==> src/rtl/io_pkg.sv <==
// rtl/io_pkg.sv - shared FSM encoding and counter width for the DDR TX serializer
package io_pkg;

    typedef logic [1:0] state_t;

    localparam logic [1:0] ST_IDLE  = 2'd0;
    localparam logic [1:0] ST_LEAD  = 2'd1;
    localparam logic [1:0] ST_SHIFT = 2'd2;
    localparam logic [1:0] ST_TRAIL = 2'd3;

    // LEAD/TRAIL phase counter width; covers LEAD_CYCLES/TRAIL_CYCLES up to 15.
    localparam int PHASE_W = 4;

endpackage

==> src/rtl/io_ddr_tx_serializer.sv <==
// rtl/io_ddr_tx_serializer.sv - word-to-DDR-bit-pair serializer driving an IO cell
//
// Ports:
//   OUTPUTCLK     in   clock (rising edge), also routed to the IO cell
//   RESET         in   synchronous active-high reset
//   IN_VALID      in   IN_DATA holds a word to send
//   IN_DATA       in   word to send, LSB first, two bits per beat
//   IN_READY      out  word accepted on this edge if IN_VALID is high
//   DOUT0         out  rising-edge bit (even bit of the word)
//   DOUT1         out  falling-edge bit (odd bit of the word)
//   OUTPUTENABLE  out  pad drive enable
//   BUSY          out  FSM is not idle
//   TX_DONE       out  one-cycle pulse on the first idle cycle after a burst
module io_ddr_tx_serializer
    import io_pkg::*;
#(
    parameter int   WORD_W       = 8,
    parameter int   LEAD_CYCLES  = 1,
    parameter int   TRAIL_CYCLES = 1,
    parameter logic IDLE_LEVEL   = 1'b1
) (
    input  logic              OUTPUTCLK,
    input  logic              RESET,
    input  logic              IN_VALID,
    input  logic [WORD_W-1:0] IN_DATA,
    output logic              IN_READY,
    output logic              DOUT0,
    output logic              DOUT1,
    output logic              OUTPUTENABLE,
    output logic              BUSY,
    output logic              TX_DONE
);

    localparam int BEATS  = WORD_W / 2;
    localparam int BEAT_W = (BEATS > 1) ? $clog2(BEATS) : 1;

    localparam logic [BEAT_W-1:0]  BEAT_LAST  = BEAT_W'(BEATS - 1);
    localparam logic [PHASE_W-1:0] LEAD_LAST  = PHASE_W'(LEAD_CYCLES - 1);
    localparam logic [PHASE_W-1:0] TRAIL_LAST = PHASE_W'(TRAIL_CYCLES - 1);

    logic [1:0]         state;
    logic [BEAT_W-1:0]  beat;
    logic [PHASE_W-1:0] phase;
    logic [WORD_W-1:0]  shreg;

    logic last_beat;
    logic xfer;

    assign last_beat = (beat == BEAT_LAST);
    assign IN_READY  = (state == ST_IDLE) || ((state == ST_SHIFT) && last_beat);
    assign BUSY      = (state != ST_IDLE);
    assign xfer      = IN_VALID && IN_READY;

    always_ff @(posedge OUTPUTCLK) begin
        if (RESET) begin
            state        <= ST_IDLE;
            beat         <= '0;
            phase        <= '0;
            shreg        <= '0;
            DOUT0        <= IDLE_LEVEL;
            DOUT1        <= IDLE_LEVEL;
            OUTPUTENABLE <= 1'b0;
            TX_DONE      <= 1'b0;
        end else begin
            // Pad outputs are a registered image of the current state, so they
            // trail the FSM by one cycle; the shift register's low pair is the
            // bit pair of the current beat.
            OUTPUTENABLE <= (state != ST_IDLE);
            DOUT0        <= (state == ST_SHIFT) ? shreg[0] : IDLE_LEVEL;
            DOUT1        <= (state == ST_SHIFT) ? shreg[1] : IDLE_LEVEL;
            TX_DONE      <= 1'b0;

            case (state)
                ST_IDLE: begin
                    if (xfer) begin
                        shreg <= IN_DATA;
                        beat  <= '0;
                        phase <= '0;
                        state <= (LEAD_CYCLES > 0) ? ST_LEAD : ST_SHIFT;
                    end
                end
                ST_LEAD: begin
                    if (phase == LEAD_LAST) begin
                        phase <= '0;
                        beat  <= '0;
                        state <= ST_SHIFT;
                    end else begin
                        phase <= phase + 4'd1;
                    end
                end
                ST_SHIFT: begin
                    if (last_beat) begin
                        beat <= '0;
                        if (xfer) begin
                            // Reload in place: next word's beat 0 follows directly.
                            shreg <= IN_DATA;
                        end else if (TRAIL_CYCLES > 0) begin
                            phase <= '0;
                            state <= ST_TRAIL;
                        end else begin
                            phase   <= '0;
                            state   <= ST_IDLE;
                            TX_DONE <= 1'b1;
                        end
                    end else begin
                        shreg <= shreg >> 2;
                        beat  <= beat + BEAT_W'(1);
                    end
                end
                ST_TRAIL: begin
                    if (phase == TRAIL_LAST) begin
                        phase   <= '0;
                        state   <= ST_IDLE;
                        TX_DONE <= 1'b1;
                    end else begin
                        phase <= phase + 4'd1;
                    end
                end
                default: begin
                    phase <= '0;
                    beat  <= '0;
                    state <= ST_IDLE;
                end
            endcase
        end
    end

endmodule

==> config.mk <==
export PLATFORM = sky130hd
export DESIGN_NAME = io_ddr_tx_serializer
export DESIGN_NICKNAME = d
export VERILOG_FILES = /design/src/rtl/io_pkg.sv /design/src/rtl/io_ddr_tx_serializer.sv
export SDC_FILE = /design/constraint.sdc
export NUM_CORES = 1
export LEC_CHECK = 0
export CAP_MARGIN = 40
export CORE_AREA = 2 2 57 59
export CTS_CLUSTER_SIZE = 16
export DETAILED_ROUTE_END_ITERATION = 12
export DIE_AREA = 0 0 59 61
export SLEW_MARGIN = 20
export SYNTH_ARGS = -nofsm -noshare
export SYNTH_HDL_FRONTEND = slang
export SYNTH_SLANG_ARGS = --single-unit
export TNS_END_PERCENT = 50
==> constraint.sdc <==
create_clock -name OUTPUTCLK -period 1.63 [get_ports OUTPUTCLK]
set_input_delay 0.326 -clock OUTPUTCLK [delete_from_list [all_inputs] [get_ports OUTPUTCLK]]
set_output_delay 0.326 -clock OUTPUTCLK [all_outputs]
set_load 0.005 [all_outputs]
==> results.sh, run 1 <==
export IMPL_status="completed"
export IMPL_busiest_layer="met2"
export IMPL_antenna_cells=0
export IMPL_core_area_um2=2950
export IMPL_fp_dieW_um=59
export IMPL_setup_ws_ns=0.0134
export IMPL_clock_latency_ns=0.30
export IMPL_cts_tree="built"
export IMPL_io_pins=17
export IMPL_use_met1_pct=16.3
export IMPL_r2r_cells=6
export IMPL_regArea_um2=404
export IMPL_critPathKind="reg2reg"
export IMPL_seq_area_frac_synth_pct=39.3
export IMPL_fill_cells=295
export IMPL_grt_antenna_before_repair=0
export IMPL_rsz0062_at_grt="true"
export IMPL_dp_hpwl_mm=1.66
export IMPL_startpoint_type="register"
export IMPL_start_util_pct=34.5
export IMPL_hp_class="reg2reg"
export IMPL_final_cell_mix="17 x dfxtp_1, 16 x buf_4, 14 x nand3_1, 14 x clkdlybuf4s50_1, 12 x nand2_1"
export IMPL_dieArea_um2=3600
export IMPL_netlist_area_um2=1020
export IMPL_postSynthCellCount=114
export IMPL_vias=923
export IMPL_syn_num_nets=133
export IMPL_worstMarginPinSlew_ns=0.447
export IMPL_setup_violations=0
export IMPL_drc_errors=0
export IMPL_h_tree_depth=1
export IMPL_grtUsageMet3_pct=2.35
export IMPL_finalMaxSlewViolations=0
export IMPL_layout_commonest_cell="dfxtp_1"
export IMPL_synthToLayoutAreaGrowth_pct=45.6
export IMPL_worstSetupEndpointType="register"
export IMPL_finalCriticalPeriod_ns=1.62
export IMPL_fin_nets=168
export IMPL_num_rows=20
export IMPL_finClkSkew_ns=0.00205
export IMPL_cp_max_fo=3
export IMPL_grt_ovfl_total=0
export IMPL_finalHoldViolCount=0
export IMPL_drtAntennaViolNets=0
export IMPL_leakage_nw=0.599
export IMPL_clkTransAtPathRegs_ns=0.12
export IMPL_grt_max_degree=14
export IMPL_min_period_over_period_pct=99.2
export IMPL_ys_flop_type="dfxtp_1"
export IMPL_slew_headroom_pct=70.2
export IMPL_grt_pass1_vias=869
export IMPL_gp_congestion=0.742
export IMPL_firstDrtPassIters=4
export IMPL_clock_path_buffers=2
export IMPL_synth_area_per_cell_um2=8.94
export IMPL_whs_ns=0.472
export IMPL_yosysWarnings=0
export IMPL_numCtsBuffers=3
export IMPL_pre_cts_slack_ns=-0.183
export IMPL_routed_wl_mm=2.27
export IMPL_root_buffer="clkbuf_4"
export IMPL_ys_seq_elements=20
export IMPL_cap_violations=0
export IMPL_grt_pass1_wl_mm=3.71
export IMPL_utilization_pct=50.3
export IMPL_use_met2_pct=23.3
export IMPL_multi_input_area_um2=649
export IMPL_cts_sinks=20
export IMPL_die_h_um=61
export IMPL_ir_worst_vdd_v=0.000755
export IMPL_synthArstFlopShare_pct=0
export IMPL_drtIter0Drc=13
export IMPL_crit_arrival_ns=1.83
export IMPL_powerDensity_nw_per_um2=1470
export IMPL_netlist_cell_type_count=29
export IMPL_fmax_mhz=619
export IMPL_drive_above_1_share_pct=32.4
export IMPL_crit_required_ns=1.84
export IMPL_tns_ns=0
export IMPL_via_per_inst=5.10
export IMPL_whs_path_depth=1
export IMPL_globalRouteTotalUtil_pct=13.6
export IMPL_wl_per_cell_um=12.5
export IMPL_hold_buffers=0
export IMPL_synth_edf_count=0
export IMPL_io_buffers=16
registers in the layout (all words and copies together) (netlist names):
| name | count |
|---|---|
| phase | 4 |
| shreg | 8 |
| DOUT0 | 1 |
| beat | 2 |
| TX_DONE | 1 |
| DOUT1 | 1 |
| state | 2 |
| OUTPUTENABLE | 1 |
critical path, stage by stage (launching register included):
cell and delay [ns]:
dfxtp_2 0.36, buf_4 0.14, ha_2 0.18, or2_4 0.26, a221oi_4 0.31, mux2i_1 0.21, nor2_1 0.05
per-stage QoR:
| step | cells | power (mW) | instance area, um^2 |
|---|---|---|---|
| after global routing | 181 | 2.34 | 1490 |
| after floorplan | 114 | 1.21 | 1020 |
| after CTS | 180 | 2.13 | 1440 |
| final | 181 | 2.18 | 1490 |
| after detailed placement | 173 | 1.61 | 1330 |
| after global placement | 173 | 1.58 | 1330 |
final cells by class:
class	count	share of cell area (%)
flip-flops and latches	20	27.2
clock inverters	1	2.02
well taps	33	2.78
clock buffers	3	1.52
inverters	5	1.43
repair buffers	35	21.3
multi-input cells	84	43.7
power by group:
group | switching (mW) | internal [mW]
clock network | 0.165 | 0.248
logic | 0.543 | 0.599
registers | 0.0459 | 0.581
routing by layer:
layer / vias up / part of all wire, %
met5: - / 0
met4: 0 / 0.66
met3: 2 / 3.1
met2: 13 / 52
met1: 441 / 45
li1: 467 / -
worst paths after layout:
check                        startpoint                    end  slack [ns]
hold / removal    shreg[1]$_SDFFE_PP0N_       DOUT1$_SDFF_PP1_        0.47
setup reg to reg  state[0]$_SDFFE_PP0P_  state[1]$_SDFFE_PP0P_        0.01
hold reg to reg   shreg[1]$_SDFFE_PP0N_       DOUT1$_SDFF_PP1_        0.47
setup / recovery  state[0]$_SDFFE_PP0P_  state[1]$_SDFFE_PP0P_        0.01
logic make-up after synthesis:
kind of cell	after synthesis	synth area share (%)
buf+inv	10	3.80
fa+ha+maj	8	9.82
simple gates	52	26.7
mux	5	4.91
compound gates	19	15.5
flops	20	39.3
cells in the mapped netlist (2+ instances only):
library cell	instances	area, um^2
dfxtp_1	20	400
nand3_1	14	70.1
nand2_1	12	45.0
nor2_1	10	37.5
ha_1	8	100
a31oi_1	7	43.8
inv_1	5	18.8
mux2i_1	5	50.1
a21oi_1	3	15.0
nor3_1	3	15.0
a211oi_2	2	25.0
a21o_1	2	15.0
buf_1	2	7.51
clkbuf_1	2	7.51
nor2b_1	2	12.5
nor3b_1	2	15.0
o21ai_1	2	10.0
or3b_2	2	17.5
repair_timing:
action / CTS / global route
setup endpoints to repair: 16 / 13
setup buffers: 3 / 1
pin swaps: 4 / 9
resized for setup: 17 / 11
No activity file was read; power rests on OpenSTA's default activity.
==> run 2: changes to the inputs <==
- CAP_MARGIN: 40 -> unset
==> results of run 2 <==
Same layout as run 1: the final DEF is identical, and so are final timing and power.
==> run 3: changes to the inputs <==
- GPL_TIMING_DRIVEN: unset -> 1
- HOLD_SLACK_MARGIN: unset -> 0.1
- SKIP_LAST_GASP: unset -> 1
==> run 3 against run 2 <==
Via count fell by 0.54%. Power fell by 3.3%. Sequential share of layout area rose by 0.63 points. Register-to-register slack barely moved. Die area did not move. First-iteration DRC count rose by 23%. Final area fell by 2.3%. Clock skew barely moved. Final cell count fell by 0.55%. Clock power barely moved. Core utilization fell by 1.1 points. Critical path depth rose by 1. Highest routed layer unchanged.
==> results.sh, run 3 (synthesis gave the netlist of run 1 again) <==
export IMPL_h_tree_depth=1
export IMPL_setup_ws_ns=0.0187
export IMPL_crit_required_ns=1.88
export IMPL_regArea_um2=404
export IMPL_slew_headroom_pct=73.3
export IMPL_grt_ovfl_total=0
export IMPL_globalRouteTotalUtil_pct=13.6
export IMPL_hp_class="reg2reg"
export IMPL_grt_pass1_wl_mm=3.71
export IMPL_dp_hpwl_mm=1.66
export IMPL_pre_cts_slack_ns=-0.183
export IMPL_cts_sinks=20
export IMPL_antenna_cells=0
export IMPL_switchingPower_mw=0.723
export IMPL_num_rows=20
export IMPL_setup_violations=0
export IMPL_root_buffer="clkbuf_4"
export IMPL_multi_input_area_um2=633
export IMPL_finalCriticalPeriod_ns=1.61
export IMPL_fill_cells=298
export IMPL_startpoint_type="register"
export IMPL_clock_path_buffers=2
export IMPL_powerDensity_nw_per_um2=1450
export IMPL_numCtsBuffers=3
export IMPL_routed_wl_mm=2.16
export IMPL_leakage_nw=0.593
export IMPL_core_area_um2=2950
export IMPL_fp_dieW_um=59
export IMPL_status="completed"
export IMPL_final_cell_mix="17 x dfxtp_1, 17 x buf_4, 14 x nand3_1, 14 x clkdlybuf4s50_1, 12 x nand2_1"
export IMPL_fmax_mhz=621
export IMPL_io_buffers=16
export IMPL_via_per_inst=5.10
export IMPL_critPathKind="reg2reg"
export IMPL_pwr_share_comb_pct=51.1
export IMPL_cp_max_fo=4
export IMPL_ir_worst_vdd_v=0.000727
export IMPL_grt_pass1_vias=868
export IMPL_clkTransAtPathRegs_ns=0.12
export IMPL_dieArea_um2=3600
export IMPL_start_util_pct=34.5
export IMPL_drtIter0Drc=16
export IMPL_finClkSkew_ns=0.00241
export IMPL_finalPower_mw=2.11
export IMPL_io_pins=17
export IMPL_cts_tree="built"
export IMPL_seq_power_share_pct=29.3
export IMPL_tns_ns=0
export IMPL_p_int_mw=1.39
export IMPL_worstMarginPinSlew_ns=0.400
export IMPL_wl_per_cell_um=12.0
export IMPL_power_frac_clock_pct=19.6
export IMPL_crit_arrival_ns=1.86
export IMPL_firstDrtPassIters=4
export IMPL_largest_reg_flops=8
export IMPL_fin_nets=167
export IMPL_clock_latency_ns=0.30
export IMPL_drtAntennaViolNets=0
export IMPL_die_h_um=61
export IMPL_drive_above_1_share_pct=29.9
export IMPL_grt_antenna_before_repair=0
export IMPL_swShare_pct=34.3
export IMPL_grt_max_degree=14
export IMPL_cap_violations=0
export IMPL_min_period_over_period_pct=98.9
export IMPL_drc_errors=0
export IMPL_finalHoldViolCount=0
export IMPL_vias=918
export IMPL_finalMaxSlewViolations=0
export IMPL_regMostFlops="shreg"
export IMPL_hold_buffers=0
export IMPL_gp_congestion=0.742
export IMPL_reg_top3="shreg: 8 flops, phase: 4 flops"
export IMPL_rsz0062_at_grt="true"
export IMPL_synthToLayoutAreaGrowth_pct=42.3
export IMPL_worstSetupEndpointType="register"
-- run 3: path summary, 6_finish.rpt --
| kind | from | endpoint | slack, ns | cells past startpoint |
|---|---|---|---|---|
| worst max-delay path | state[0]$_SDFFE_PP0P_ | phase[1]$_SDFFE_PP0P_ | 0.02 | 7 |
| worst min register to register | shreg[1]$_SDFFE_PP0N_ | DOUT1$_SDFF_PP1_ | 0.47 | 1 |
| worst min-delay path | shreg[1]$_SDFFE_PP0N_ | DOUT1$_SDFF_PP1_ | 0.47 | 1 |
| worst max register to register | state[0]$_SDFFE_PP0P_ | phase[1]$_SDFFE_PP0P_ | 0.02 | 7 |
-- run 3: power by group through the flow --
stage                     Sequential [mW]  Clock [mW]  Combinational [mW]
after floorplan                     0.629           0               0.577
after global placement              0.634           0               0.943
after detailed placement            0.638           0               0.971
after CTS                           0.621       0.426                1.07
after global routing                0.631       0.448                1.19
final                               0.619       0.413                1.08
-- run 3: metrics by stage --
stage / cells / utilization (%) / instance area, um^2 / hold WS, ns
after floorplan: 114 / - / 1020 / 0.422
after global placement: 173 / 44.9 / 1330 / 0.436
after detailed placement: 173 / 44.9 / 1330 / 0.443
after CTS: 180 / 48.6 / 1440 / 0.470
after global routing: 180 / 49.2 / 1450 / 0.505
final: 180 / 49.2 / 1450 / 0.472
-- run 3: area by class of cell --
| cell class | instances | share of cell area (%) |
|---|---|---|
| clock buffers | 3 | 1.55 |
| inverters | 5 | 1.29 |
| clock inverters | 1 | 2.07 |
| multi-input cells | 84 | 43.6 |
| repair buffers | 34 | 20.8 |
| flip-flops and latches | 20 | 27.8 |
| well taps | 33 | 2.84 |
-- run 3: worst max-delay path: stages, from the launching register on --
cell,delay [ns]
dfxtp_2,0.35
inv_1,0.07
ha_2,0.19
buf_4,0.13
nor2b_4,0.15
a21o_1,0.19
or3b_1,0.35
a21oi_1,0.14
-- run 3: repair_timing --
item | CTS | global route
pin swaps | 3 | 4
resized for setup | 15 | 6
setup endpoints to repair | 16 | 13
cloned | 0 | 0
hold endpoints to repair | 0 | 0
buffers inserted | 3 | 0
-- run 3: per-layer routing --
layer  vias to the layer above  global-route usage (%)  part of all wire, %  wire, um
met4                         0                    6.82                 0.70        15
met3                         2                    2.35                  3.2        70
met2                        13                    23.3                   50      1090
met5                         -                       0                    0         0
met1                       439                    16.3                   46       984
li1                        464                       -                    -         -
